$ cat src/rtl/down_counter_timer.sv
`default_nettype none
// ============================================================================
// Module      : down_counter_timer
// Description : Loadable down-counter/timer with one-shot and auto-reload
//               modes. Flags terminal count with a single-cycle Done pulse.
//               This is the count-down counterpart of the synchronous
//               up-counter and serves as a timeout/interval generator.
//
// Ports       :
//   Clk        in   system clock, rising-edge active
//   Reset      in   asynchronous active-high reset
//   Load       in   capture LoadValue and (re)start counting; top priority
//   LoadValue  in   start/reload value (unsigned, CNT_WIDTH bits)
//   CountEn    in   decrement enable; low holds the count
//   AutoReload in   1 = periodic, 0 = one-shot; sampled at each terminal step
//   CounterOut out  current count (registered)
//   Done       out  one-cycle terminal-count pulse (registered)
//   Busy       out  high while the timer is in RUN (registered)
//
// Revision    : 1.0 - initial release
// ============================================================================
module down_counter_timer #(
    parameter int CNT_WIDTH = 4
) (
    input  logic                 Clk,
    input  logic                 Reset,
    input  logic                 Load,
    input  logic [CNT_WIDTH-1:0] LoadValue,
    input  logic                 CountEn,
    input  logic                 AutoReload,
    output logic [CNT_WIDTH-1:0] CounterOut,
    output logic                 Done,
    output logic                 Busy
);

    typedef enum logic [0:0] {
        ST_IDLE = 1'b0,
        ST_RUN  = 1'b1
    } state_t;

    localparam logic [CNT_WIDTH-1:0] C_ZERO = '0;
    localparam logic [CNT_WIDTH-1:0] C_ONE  = {{(CNT_WIDTH-1){1'b0}}, 1'b1};

    state_t                 state_q,  state_d;
    logic [CNT_WIDTH-1:0]   count_q,  count_d;
    logic [CNT_WIDTH-1:0]   reload_q, reload_d;
    logic                   done_q,   done_d;

    // ------------------------------------------------------------------------
    // State register
    // ------------------------------------------------------------------------
    always_ff @(posedge Clk or posedge Reset) begin
        if (Reset) begin
            state_q  <= ST_IDLE;
            count_q  <= C_ZERO;
            reload_q <= C_ZERO;
            done_q   <= 1'b0;
        end else begin
            state_q  <= state_d;
            count_q  <= count_d;
            reload_q <= reload_d;
            done_q   <= done_d;
        end
    end

    // ------------------------------------------------------------------------
    // Next-state logic. Done defaults low so the pulse is exactly one cycle
    // wide whatever CountEn does on the following edge.
    // ------------------------------------------------------------------------
    always_comb begin
        state_d  = state_q;
        count_d  = count_q;
        reload_d = reload_q;
        done_d   = 1'b0;

        if (Load) begin
            // Load beats everything, including a coincident terminal step.
            count_d  = LoadValue;
            reload_d = LoadValue;
            state_d  = (LoadValue != C_ZERO) ? ST_RUN : ST_IDLE;
        end else if (state_q == ST_RUN && CountEn) begin
            if (count_q > C_ONE) begin
                count_d = count_q - C_ONE;
            end else if (count_q == C_ONE) begin
                done_d = 1'b1;
                if (AutoReload) begin
                    count_d = reload_q;
                end else begin
                    count_d = C_ZERO;
                    state_d = ST_IDLE;
                end
            end else begin
                // Zero while running is unreachable; park safely, never wrap.
                state_d = ST_IDLE;
            end
        end
    end

    assign CounterOut = count_q;
    assign Done       = done_q;
    assign Busy       = (state_q == ST_RUN);

endmodule
`default_nettype wire

$ cat config.mk
export PLATFORM = sky130hd
export DESIGN_NAME = down_counter_timer
export DESIGN_NICKNAME = d
export VERILOG_FILES = /design/src/rtl/down_counter_timer.sv
export SDC_FILE = /design/constraint.sdc
export NUM_CORES = 1
export LEC_CHECK = 0
export BUFFER_PORTS_ARGS = -buffer_cell sky130_fd_sc_hd__buf_2
export CAP_MARGIN = 25
export CELL_PAD_IN_SITES_DETAIL_PLACEMENT = 1
export CELL_PAD_IN_SITES_GLOBAL_PLACEMENT = 1
export CORE_MARGIN = 2
export CORE_UTILIZATION = 35
export CTS_CLUSTER_DIAMETER = 100
export CTS_CLUSTER_SIZE = 25
export DETAILED_ROUTE_END_ITERATION = 16
export GPL_TIMING_DRIVEN = 0
export PLACE_DENSITY = 0.7
export SLEW_MARGIN = 20
export SYNTH_ARGS = -nofsm -noshare
export SYNTH_HDL_FRONTEND = slang
export SYNTH_SLANG_ARGS = --single-unit
$ cat constraint.sdc
create_clock -name Clk -period 4.15 [get_ports Clk]
set_clock_uncertainty 0.1 [all_clocks]
set_input_delay 0.6225 -clock Clk [delete_from_list [all_inputs] [get_ports Clk]]
set_output_delay 0.6225 -clock Clk [all_outputs]
set_load 0.01 [all_outputs]
==> results.sh <==
export IMPL_number_of_enable_type_register_cells_in_the_synthesized_netlist=0
export IMPL_setup_slack_ns=2.32
export IMPL_wl_per_cell_um=14.6
export IMPL_cp_data_required_time_ns=4.22
export IMPL_post_cts_hold_buffer_count=0
export IMPL_buffer_levels_on_the_longest_clock_path=2
export IMPL_critical_path_endpoint_type="flop"
export IMPL_worst_path_most_repeated_cell="nor2_1"
export IMPL_floorplan_die_area_um2=1960
export IMPL_final_cells=96
export IMPL_final_period_utilization_pct=44.1
export IMPL_power_density_nw_per_um2=389
export IMPL_crit_path_max_incr_delay_ns=0.41
export IMPL_detail_route_vias_per_cell=5.54
export IMPL_stdcell_area_um2=681
export IMPL_clk_pin_slew_worst_paths_ns=0.06
export IMPL_floorplan_io_pins=15
export IMPL_worst_slew_pin_transition_ns=0.461
export IMPL_dr_total_vias=532
export IMPL_report_final_setup_viol=0
export IMPL_synth_area_leaders="dfrtp_1, nand2_1, o21ai_0"
export IMPL_cts_resized=0
export IMPL_routabilityCongestion=0.771
export IMPL_synthDominantCellAreaShare_pct=44.1
export IMPL_leakage_component_of_the_power_nw=0.338
export IMPL_commonest_cells_after_routing_fill_and_taps_aside="buf_2, dfrtp_1, nand2_1"
export IMPL_worstPathCellList="inv_1 > ha_1 > nor4b_2 > nor2_1 > nor2_1 > o41ai_2"
export IMPL_final_setup_tns_ns=0
export IMPL_synth_yosys_seq_area_share_pct=44.1
export IMPL_synth_main_ff_cell="dfrtp_1"
export IMPL_grt_pass1_vias=542
export IMPL_place_ws_ns=2.32
export IMPL_count_of_buffers_from_port_buffering=14
export IMPL_vdd_ir_drop_worst_v=0.000205
export IMPL_timing_worst_setup_path_type="flop to flop"
export IMPL_placed_cell_area_um2=658
export IMPL_cts_num_sinks=10
export IMPL_synth_seq_cells=10
export IMPL_fin_crit_ns=1.83
export IMPL_h_tree_depth=1
export IMPL_power_share_of_the_combinational_group_pct=28.6
export IMPL_min_delay_path_class="input port to async pin"
export IMPL_grt_setup_unrepaired="false"
export IMPL_drt_pre_antenna_iters=4
export IMPL_synthDominantAreaCellType="dfrtp_1"
export IMPL_critical_path_slowest_cell="dfrtp_1"
export IMPL_status="finished clean"
export IMPL_antenna_cells=0
export IMPL_final_core_util_pct=45.2
export IMPL_drt_antenna_violating_nets=0
export IMPL_total_core_area_um2=1510
export IMPL_layout_commonest_cell="buf_2"
export IMPL_post_cts_repair_setup_buffers=0
export IMPL_nFillCells=189
export IMPL_number_of_unique_standard_cell_types_used_by_synthesis=22
export IMPL_grt_pass1_wl_um=2400
export IMPL_slew_limit_headroom_pct=69.0
export IMPL_max_cap_violations=0
export IMPL_flow_area_growth_from_synthesis_pct=19.8
export IMPL_nNetsFinal=93
export IMPL_internal_power_mw=0.174
export IMPL_globalRouteTotalUtil_pct=17.0
export IMPL_yosysWarningCount=0
export IMPL_cp_start_kind="flop"
export IMPL_maxSlewViolCount=0
export IMPL_maxClockFrequency_ghz=0.546
export IMPL_power_share_clock_pct=25.2
export IMPL_routed_wl_um=1410
export IMPL_finalHoldWorstSlack_ns=0.224
export IMPL_synthCells=63
export IMPL_post_synth_cell_area_avg_um2=9.02
export IMPL_drive_gt1_share_pct=25.0
export IMPL_detailedRoute_firstIterationViolations=6
export IMPL_post_synth_instance_area_um2=568
export IMPL_cts_buffers_inserted=3
export IMPL_switching_fraction_pct=34.3
export IMPL_standard_cell_rows=14
export IMPL_floorplan_die_height_um=44.3
export IMPL_drc=0
export IMPL_synthArstFlopShare_pct=100
export IMPL_initial_utilization_pct=37.7
export IMPL_fraction_of_power_consumed_by_sequential_logic_pct=46.2
export IMPL_report_power_total_mw=0.265
export IMPL_synth_net_count=74
export IMPL_antenna_found_initial=0
export IMPL_die_w_um=44.3
export IMPL_power_switching_mw=0.0910
export IMPL_placed_cells_incl_taps=93
export IMPL_place_hpwl_um=1080
export IMPL_globalRouteOverflowTotal=0
export IMPL_root_buffer="clkbuf_4"
export IMPL_clk_latency_ns=0.27
export IMPL_critPathArrivalTime_ns=1.90
export IMPL_cts_tree="built"
export IMPL_largest_net_degree_at_the_start_of_global_routing=11
export IMPL_report_final_hold_viol_count=0
export IMPL_timing_critical_path_fanout_max=5
==> synthesized netlist by cell type, types with 2 or more instances <==
cell	n
a21oi_1	2
dfrtp_1	10
ha_1	2
inv_1	7
nand2_1	10
nand3_1	3
nand4b_1	2
nor2_1	4
nor3_1	2
nor4_1	4
o21ai_0	6
==> power by group through the flow <==
| stage | clock network (mW) | logic [mW] | registers, mW |
|---|---|---|---|
| 6_report | 0.0669 | 0.0757 | 0.123 |
| 4_1_cts | 0.0683 | 0.0762 | 0.123 |
| 3_5_place_dp | 0 | 0.0757 | 0.124 |
| 2_1_floorplan | 0 | 0.0472 | 0.125 |
| 3_3_place_gp | 0 | 0.0760 | 0.124 |
| 5_1_grt | 0.0721 | 0.0851 | 0.125 |
==> worst max-delay path: cells and delay by family, from the launching register on <==
family / cells / cell delay, ns
DFF: 1 / 0.41
and+or+nand+nor: 3 / 0.58
AOI/OAI and AO/OA: 1 / 0.27
buffers and inverters: 1 / 0.09
adders and majority gates: 1 / 0.28
==> final timing paths <==
path,end,from,slack (ns),cells after the start
worst min-delay path,CounterOut[2]$_DFFE_PP0P_,Reset,0.22,2
min in group Clk,reload_q[3]$_DFFE_PP0P_,reload_q[3]$_DFFE_PP0P_,0.39,2
max in group asynchronous,reload_q[0]$_DFFE_PP0P_,Reset,3.45,2
worst max-delay path,CounterOut[0]$_DFFE_PP0P_,CounterOut[0]$_DFFE_PP0P_,2.32,6
worst min register to register,reload_q[3]$_DFFE_PP0P_,reload_q[3]$_DFFE_PP0P_,0.39,2
worst max register to register,CounterOut[0]$_DFFE_PP0P_,CounterOut[0]$_DFFE_PP0P_,2.32,6
==> metal layers <==
metal	vias to the layer above	GRT usage, %	part of all wire, %
met2	10	25.0	44
li1	265	-	-
met4	0	10.9	2.8
met5	-	0	0
met3	5	2.45	3.4
met1	252	23.2	49
==> sequential cells by signal, indices dropped and copies added (netlist names) <==
register,count
Busy,1
CounterOut,4
Done,1
reload_q,4
==> cells by family (layout without fill, tap and decap cells) <==
| kind of cell | Yosys count | in the layout | synth area share (%) |
|---|---|---|---|
| AO/OA/AOI/OAI | 12 | 12 | 14.8 |
| adder cells (fa/ha/maj) | 2 | 2 | 4.40 |
| buffers and inverters | 8 | 25 | 5.29 |
| flip-flops | 10 | 10 | 44.1 |
| multiplexers | 1 | 1 | 1.76 |
| AND/OR/NAND/NOR | 30 | 30 | 29.7 |
==> cell type report <==
class	instances	area [µm²]	share of cell area [%]
inverters	7	26.3	3.86
plain buffers	1	3.75	0.551
flip-flops and latches	10	250	36.8
repair buffers	14	70.1	10.3
multi-input cells	45	288	42.3
well taps	16	20.0	2.94
clock buffers	3	22.5	3.31
No activity file was read; power rests on OpenSTA's default activity.
